### config.mk
export PLATFORM = sky130hd
export DESIGN_NAME = alu_exec_sequencer
export DESIGN_NICKNAME = d
export VERILOG_FILES = /design/src/rtl/alu_exec_sequencer.sv
export SDC_FILE = /design/constraint.sdc
export NUM_CORES = 1
export LEC_CHECK = 0
export ABC_AREA = 1
export BUFFER_PORTS_ARGS = -buffer_cell sky130_fd_sc_hd__buf_4
export CAP_MARGIN = 20
export CORE_UTILIZATION = 47
export CTS_CLUSTER_SIZE = 25
export DETAILED_ROUTE_END_ITERATION = 7
export PLACE_DENSITY = 0.86
export SETUP_SLACK_MARGIN = 0.1
export SLEW_MARGIN = 20
export SYNTH_ARGS = -nofsm -noshare
export SYNTH_HDL_FRONTEND = slang
export SYNTH_SLANG_ARGS = --single-unit
### constraint.sdc
create_clock -name clk -period 1.95 [get_ports clk]
set_clock_uncertainty 0.05 [all_clocks]
set_input_delay 0.585 -clock clk [delete_from_list [all_inputs] [get_ports clk]]
set_output_delay 0.585 -clock clk [all_outputs]
set_load 0.005 [all_outputs]
### src/rtl/alu_exec_sequencer.sv
// Operand/result sequencer around a combinational ALU: captures A/B from the bus,
// waits a per-op settle time, latches the 64-bit result into Z and returns it on the bus.
module alu_exec_sequencer #(
   parameter int unsigned ALU_WAIT    = 1,
   parameter int unsigned MULDIV_WAIT = 4
) (
   input  logic        clk,
   input  logic        clr,
   input  logic        start,
   input  logic [4:0]  op_code,
   input  logic [31:0] bus_in,
   input  logic        bus_in_valid,
   output logic        bus_in_ready,
   output logic [31:0] alu_a,
   output logic [31:0] alu_b,
   output logic [4:0]  alu_op,
   input  logic [63:0] alu_c,
   output logic [31:0] bus_out,
   output logic        bus_out_valid,
   input  logic        bus_out_ready,
   output logic [31:0] zhi,
   output logic [31:0] zlo,
   output logic        busy,
   output logic        done,
   output logic        err
);

   localparam int unsigned MAX_WAIT = (ALU_WAIT > MULDIV_WAIT) ? ALU_WAIT : MULDIV_WAIT;
   localparam int unsigned CNT_W    = (MAX_WAIT > 1) ? $clog2(MAX_WAIT) : 1;
   localparam logic [4:0]  OP_MUL   = 5'b01111;
   localparam logic [4:0]  OP_DIV   = 5'b10000;

   typedef enum logic [2:0] {
      IDLE, GET_A, GET_B, EXEC, OUT_LO, OUT_HI, DONE, ERR
   } state_e;

   state_e             state_q, state_d;
   logic [31:0]        alu_a_q, alu_a_d;
   logic [31:0]        alu_b_q, alu_b_d;
   logic [4:0]         alu_op_q, alu_op_d;
   logic [31:0]        zhi_q, zhi_d;
   logic [31:0]        zlo_q, zlo_d;
   logic [CNT_W-1:0]   cnt_q, cnt_d;
   logic               op_binary;
   logic               op_unary;
   logic               op_muldiv;

   always_ff @(posedge clk) begin
      if (clr) begin
         state_q  <= IDLE;
         alu_a_q  <= '0;
         alu_b_q  <= '0;
         alu_op_q <= '0;
         zhi_q    <= '0;
         zlo_q    <= '0;
         cnt_q    <= '0;
      end else begin
         state_q  <= state_d;
         alu_a_q  <= alu_a_d;
         alu_b_q  <= alu_b_d;
         alu_op_q <= alu_op_d;
         zhi_q    <= zhi_d;
         zlo_q    <= zlo_d;
         cnt_q    <= cnt_d;
      end
   end

   // Opcode classes: incoming opcode for dispatch, latched opcode for wait/word count
   always_comb begin
      op_binary = op_code inside {[5'd3:5'd11], OP_MUL, OP_DIV};
      op_unary  = op_code inside {5'd0, 5'd17, 5'd18};
      op_muldiv = (alu_op_q == OP_MUL) || (alu_op_q == OP_DIV);
   end

   always_comb begin
      state_d  = state_q;
      alu_a_d  = alu_a_q;
      alu_b_d  = alu_b_q;
      alu_op_d = alu_op_q;
      zhi_d    = zhi_q;
      zlo_d    = zlo_q;
      cnt_d    = cnt_q;
      unique case (state_q)
         IDLE: begin
            if (start) begin
               alu_op_d = op_code;
               if (op_binary) begin
                  state_d = GET_A;
               end else if (op_unary) begin
                  alu_a_d = '0;
                  state_d = GET_B;
               end else begin
                  state_d = ERR;
               end
            end
         end
         GET_A: begin
            if (bus_in_valid) begin
               alu_a_d = bus_in;
               state_d = GET_B;
            end
         end
         GET_B: begin
            if (bus_in_valid) begin
               alu_b_d = bus_in;
               cnt_d   = op_muldiv ? CNT_W'(MULDIV_WAIT - 1) : CNT_W'(ALU_WAIT - 1);
               state_d = EXEC;
            end
         end
         EXEC: begin
            // Counter holds remaining EXEC cycles minus one; Z latches on the last one
            if (cnt_q == '0) begin
               {zhi_d, zlo_d} = alu_c;
               state_d        = OUT_LO;
            end else begin
               cnt_d = cnt_q - CNT_W'(1);
            end
         end
         OUT_LO: begin
            if (bus_out_ready) state_d = op_muldiv ? OUT_HI : DONE;
         end
         OUT_HI: begin
            if (bus_out_ready) state_d = DONE;
         end
         DONE, ERR: begin
            alu_op_d = '0;
            state_d  = IDLE;
         end
         default: state_d = IDLE;
      endcase
   end

   // Outputs decode registered state only, so no input reaches an output combinationally
   always_comb begin
      alu_a         = alu_a_q;
      alu_b         = alu_b_q;
      alu_op        = alu_op_q;
      zhi           = zhi_q;
      zlo           = zlo_q;
      busy          = (state_q != IDLE);
      bus_in_ready  = (state_q == GET_A) || (state_q == GET_B);
      bus_out_valid = (state_q == OUT_LO) || (state_q == OUT_HI);
      done          = (state_q == DONE);
      err           = (state_q == ERR);
      bus_out       = '0;
      if (state_q == OUT_LO) bus_out = zlo_q;
      if (state_q == OUT_HI) bus_out = zhi_q;
   end

endmodule

==> impl_metrics.env <==
export IMPL_dr_pass1_iters=5
export IMPL_failed_checks="setup timing"
export IMPL_max_vdd_ir_drop_mv=0.783
export IMPL_cp_buffers_inverters=3
export IMPL_cts_sinks=138
export IMPL_cp_top_family="buffers and inverters"
export IMPL_layout_common_cells="buf_4 (291), dfxtp_1 (135), nor2_1 (116)"
export IMPL_post_route_cell_area_um2=9250
export IMPL_synthToLayoutAreaGrowth_pct=52.9
export IMPL_vias=6487
export IMPL_slowest_stage="dfxtp_4"
export IMPL_start_util=0.481
export IMPL_yosys_register_bits=138
export IMPL_finalCritPeriodShare=1.14
export IMPL_layout_cells_most_common="buf_4"
export IMPL_wire_length_of_the_first_global_routing_pass_um=29700
export IMPL_critical_path_max_stage_delay_ns=0.37
export IMPL_grt_setup_unrepaired="yes"
export IMPL_cts_inserted_buffers=17
export IMPL_ctsLongestPathBuffers=2
export IMPL_timing_final_ws_setup_ns=-0.280
export IMPL_clock_latency_ns=0.42
export IMPL_tritoncts="yes"
export IMPL_fin_worst_hold_slack_ns=0.300
export IMPL_synth_largest_type_area_fraction=0.457
export IMPL_totalPowerFinal_mw=13.2
export IMPL_insertedDiodeCount=0
export IMPL_crit_path_end_kind="output pin"
export IMPL_layout_cells_non_filler=1247
export IMPL_crit_path_launch_type="flip-flop"
export IMPL_clock_tree_htree_level_count=4
export IMPL_synth_area_leaders="dfxtp_1 (46%), o21ai_0 (7.9%), nor2_1 (7.4%), a21oi_1 (6.2%), inv_1 (5.7%)"
export IMPL_cp_data_arrival_time_ns=1.60
export IMPL_setup_worst_path_class="flip-flop to output pin"
export IMPL_via_count_of_the_first_global_routing_pass=6144
export IMPL_net_count_reported_at_finish=1170
export IMPL_p_leak_nw=4.12
export IMPL_util_after_layout=0.736
export IMPL_tightestPinTransition_ns=0.303
export IMPL_final_max_slew_violation_count=0
export IMPL_gp_congestion=0.845
export IMPL_netlist_top_cell_by_area="dfxtp_1"
export IMPL_hpwlAfterDp_um=13200
export IMPL_synth_seq_area_share=0.457
export IMPL_route_detailed_drc=0
export IMPL_num_fill_cells=891
export IMPL_synth_net_count=893
export IMPL_placed_cells=1201
export IMPL_setup_violations=35
export IMPL_antenna_violations_before_repair=0
export IMPL_clkTransAtPathRegs_ns=0.06
export IMPL_hold_path_class="input port to flip-flop"
export IMPL_dieArea_um2=13300
export IMPL_fin_crit_ns=2.23
export IMPL_cap_violations=0
export IMPL_avgViaCountPerCell=5.20
export IMPL_cp_data_required_time_ns=1.31
export IMPL_cp_max_fo=8
export IMPL_achievable_frequency_mhz=448
export IMPL_placeableCoreArea_um2=12600
export IMPL_row_count=41
export IMPL_die_x_um=115
export IMPL_gr_usage_all_layers=0.292
export IMPL_timing_slew_headroom=0.798
export IMPL_status="complete, but fails checks"
export IMPL_place_port_buffers=275
export IMPL_drive_gt1_frac=0.407
export IMPL_pin_count=276
export IMPL_die_y_extent_um=115
export IMPL_mapped_cells=786
export IMPL_overflow=0
export IMPL_grt_start_max_net_pins=52
export IMPL_route_antenna_remaining_nets=0
export IMPL_ctsRootBufferMaster="clkbuf_16"
export IMPL_drtIter0Drc=365
export IMPL_synth_avg_cell_area_um2=7.69
export IMPL_report_final_hold_viol_count=0
export IMPL_synthesis_yosys_warnings=0
export IMPL_number_of_distinct_standard_cells_referenced_by_the_synthesized_netlist=31
export IMPL_cellPowerDensity_nw_per_um2=1420
export IMPL_dpl_cell_area_um2=8180
export IMPL_routed_wl_um=20100
export IMPL_post_synth_instance_area_um2=6050
export IMPL_critical_path_cell_chain="nor3_4, inv_4, clkbuf_16, o22ai_1, buf_4"
export IMPL_average_detailed_routed_wire_length_per_instance_um=16.1
==> repair_timing <==
item,in CTS,in global routing
setup buffers,9,1
endpoints found under the setup margin,37,53
pin swaps,5,2
resized for setup,61,11
hold buffers,0,0
endpoints found under the hold margin,0,0
cloned,3,2
==> sequential cells by signal, summed over array words and instances (netlist names) <==
signal and cells:
alu_a 32, alu_b 32, alu_op 5, cnt_q 2, state_q 3, zhi 32
zlo 32
==> worst paths after layout <==
| path | endpoint | slack [ns] | depth (start not counted) | startpoint |
|---|---|---|---|---|
| max | bus_out[2] | -0.28 | 5 | state_q[1] |
| min | state_q[1] | 0.30 | 2 | clr |
| max reg2reg | state_q[0] | 0.17 | 11 | state_q[1] |
| min reg2reg | alu_b[11] | 0.43 | 2 | alu_b[11] |
==> metrics by stage <==
stage	setup slack (ns)	TNS [ns]
final	-0.280	-7.82
after global routing	-0.335	-9.94
after CTS	-0.314	-8.84
after detailed placement	-0.0861	-0.121
after global placement	-0.142	-0.346
after floorplan	0.116	0
==> per-layer routing <==
layer / up-vias / track usage / wire (um)
met1: 2960 / 0.300 / 7350
met3: 72 / 0.0994 / 1710
li1: 3093 / - / -
met2: 362 / 0.509 / 10100
met5: - / 0 / 0
met4: 0 / 0.185 / 980
==> area by class of cell <==
| type | count | area [um2] | area share |
|---|---|---|---|
| Sequential cell | 138 | 2770 | 0.300 |
| Inverter | 96 | 379 | 0.0410 |
| Multi-Input combinational cell | 499 | 2760 | 0.299 |
| Tap cell | 172 | 215 | 0.0233 |
| Clock inverter | 7 | 65.1 | 0.00704 |
| Clock buffer | 24 | 502 | 0.0543 |
| Timing Repair Buffer | 311 | 2550 | 0.276 |
==> synthesized netlist by cell type, drive strengths merged <==
master and instances:
dfxtp 138, a21oi 75, nor2 143, buf 29
o21ai 108, nor3 2, mux2i 1, a31oi 2
clkbuf 25, nand2 95, o22ai 32, nand3 38
nand4 1, inv 96, ha 1
==> where the power goes <==
group	switching, mW	total (mW)	internal [mW]
clock	1.16	3.07	1.91
sequential	0.474	4.05	3.58
combinational	3.28	6.04	2.76
total	4.92	13.2	8.24
==> logic make-up after synthesis <==
| group | share of synthesized area |
|---|---|
| flops | 0.457 |
| buf+inv | 0.131 |
| mux | 0.00166 |
| fa+ha+maj | 0.00207 |
| simple gates | 0.222 |
| compound gates | 0.187 |
(Power assumes the default switching activity.)
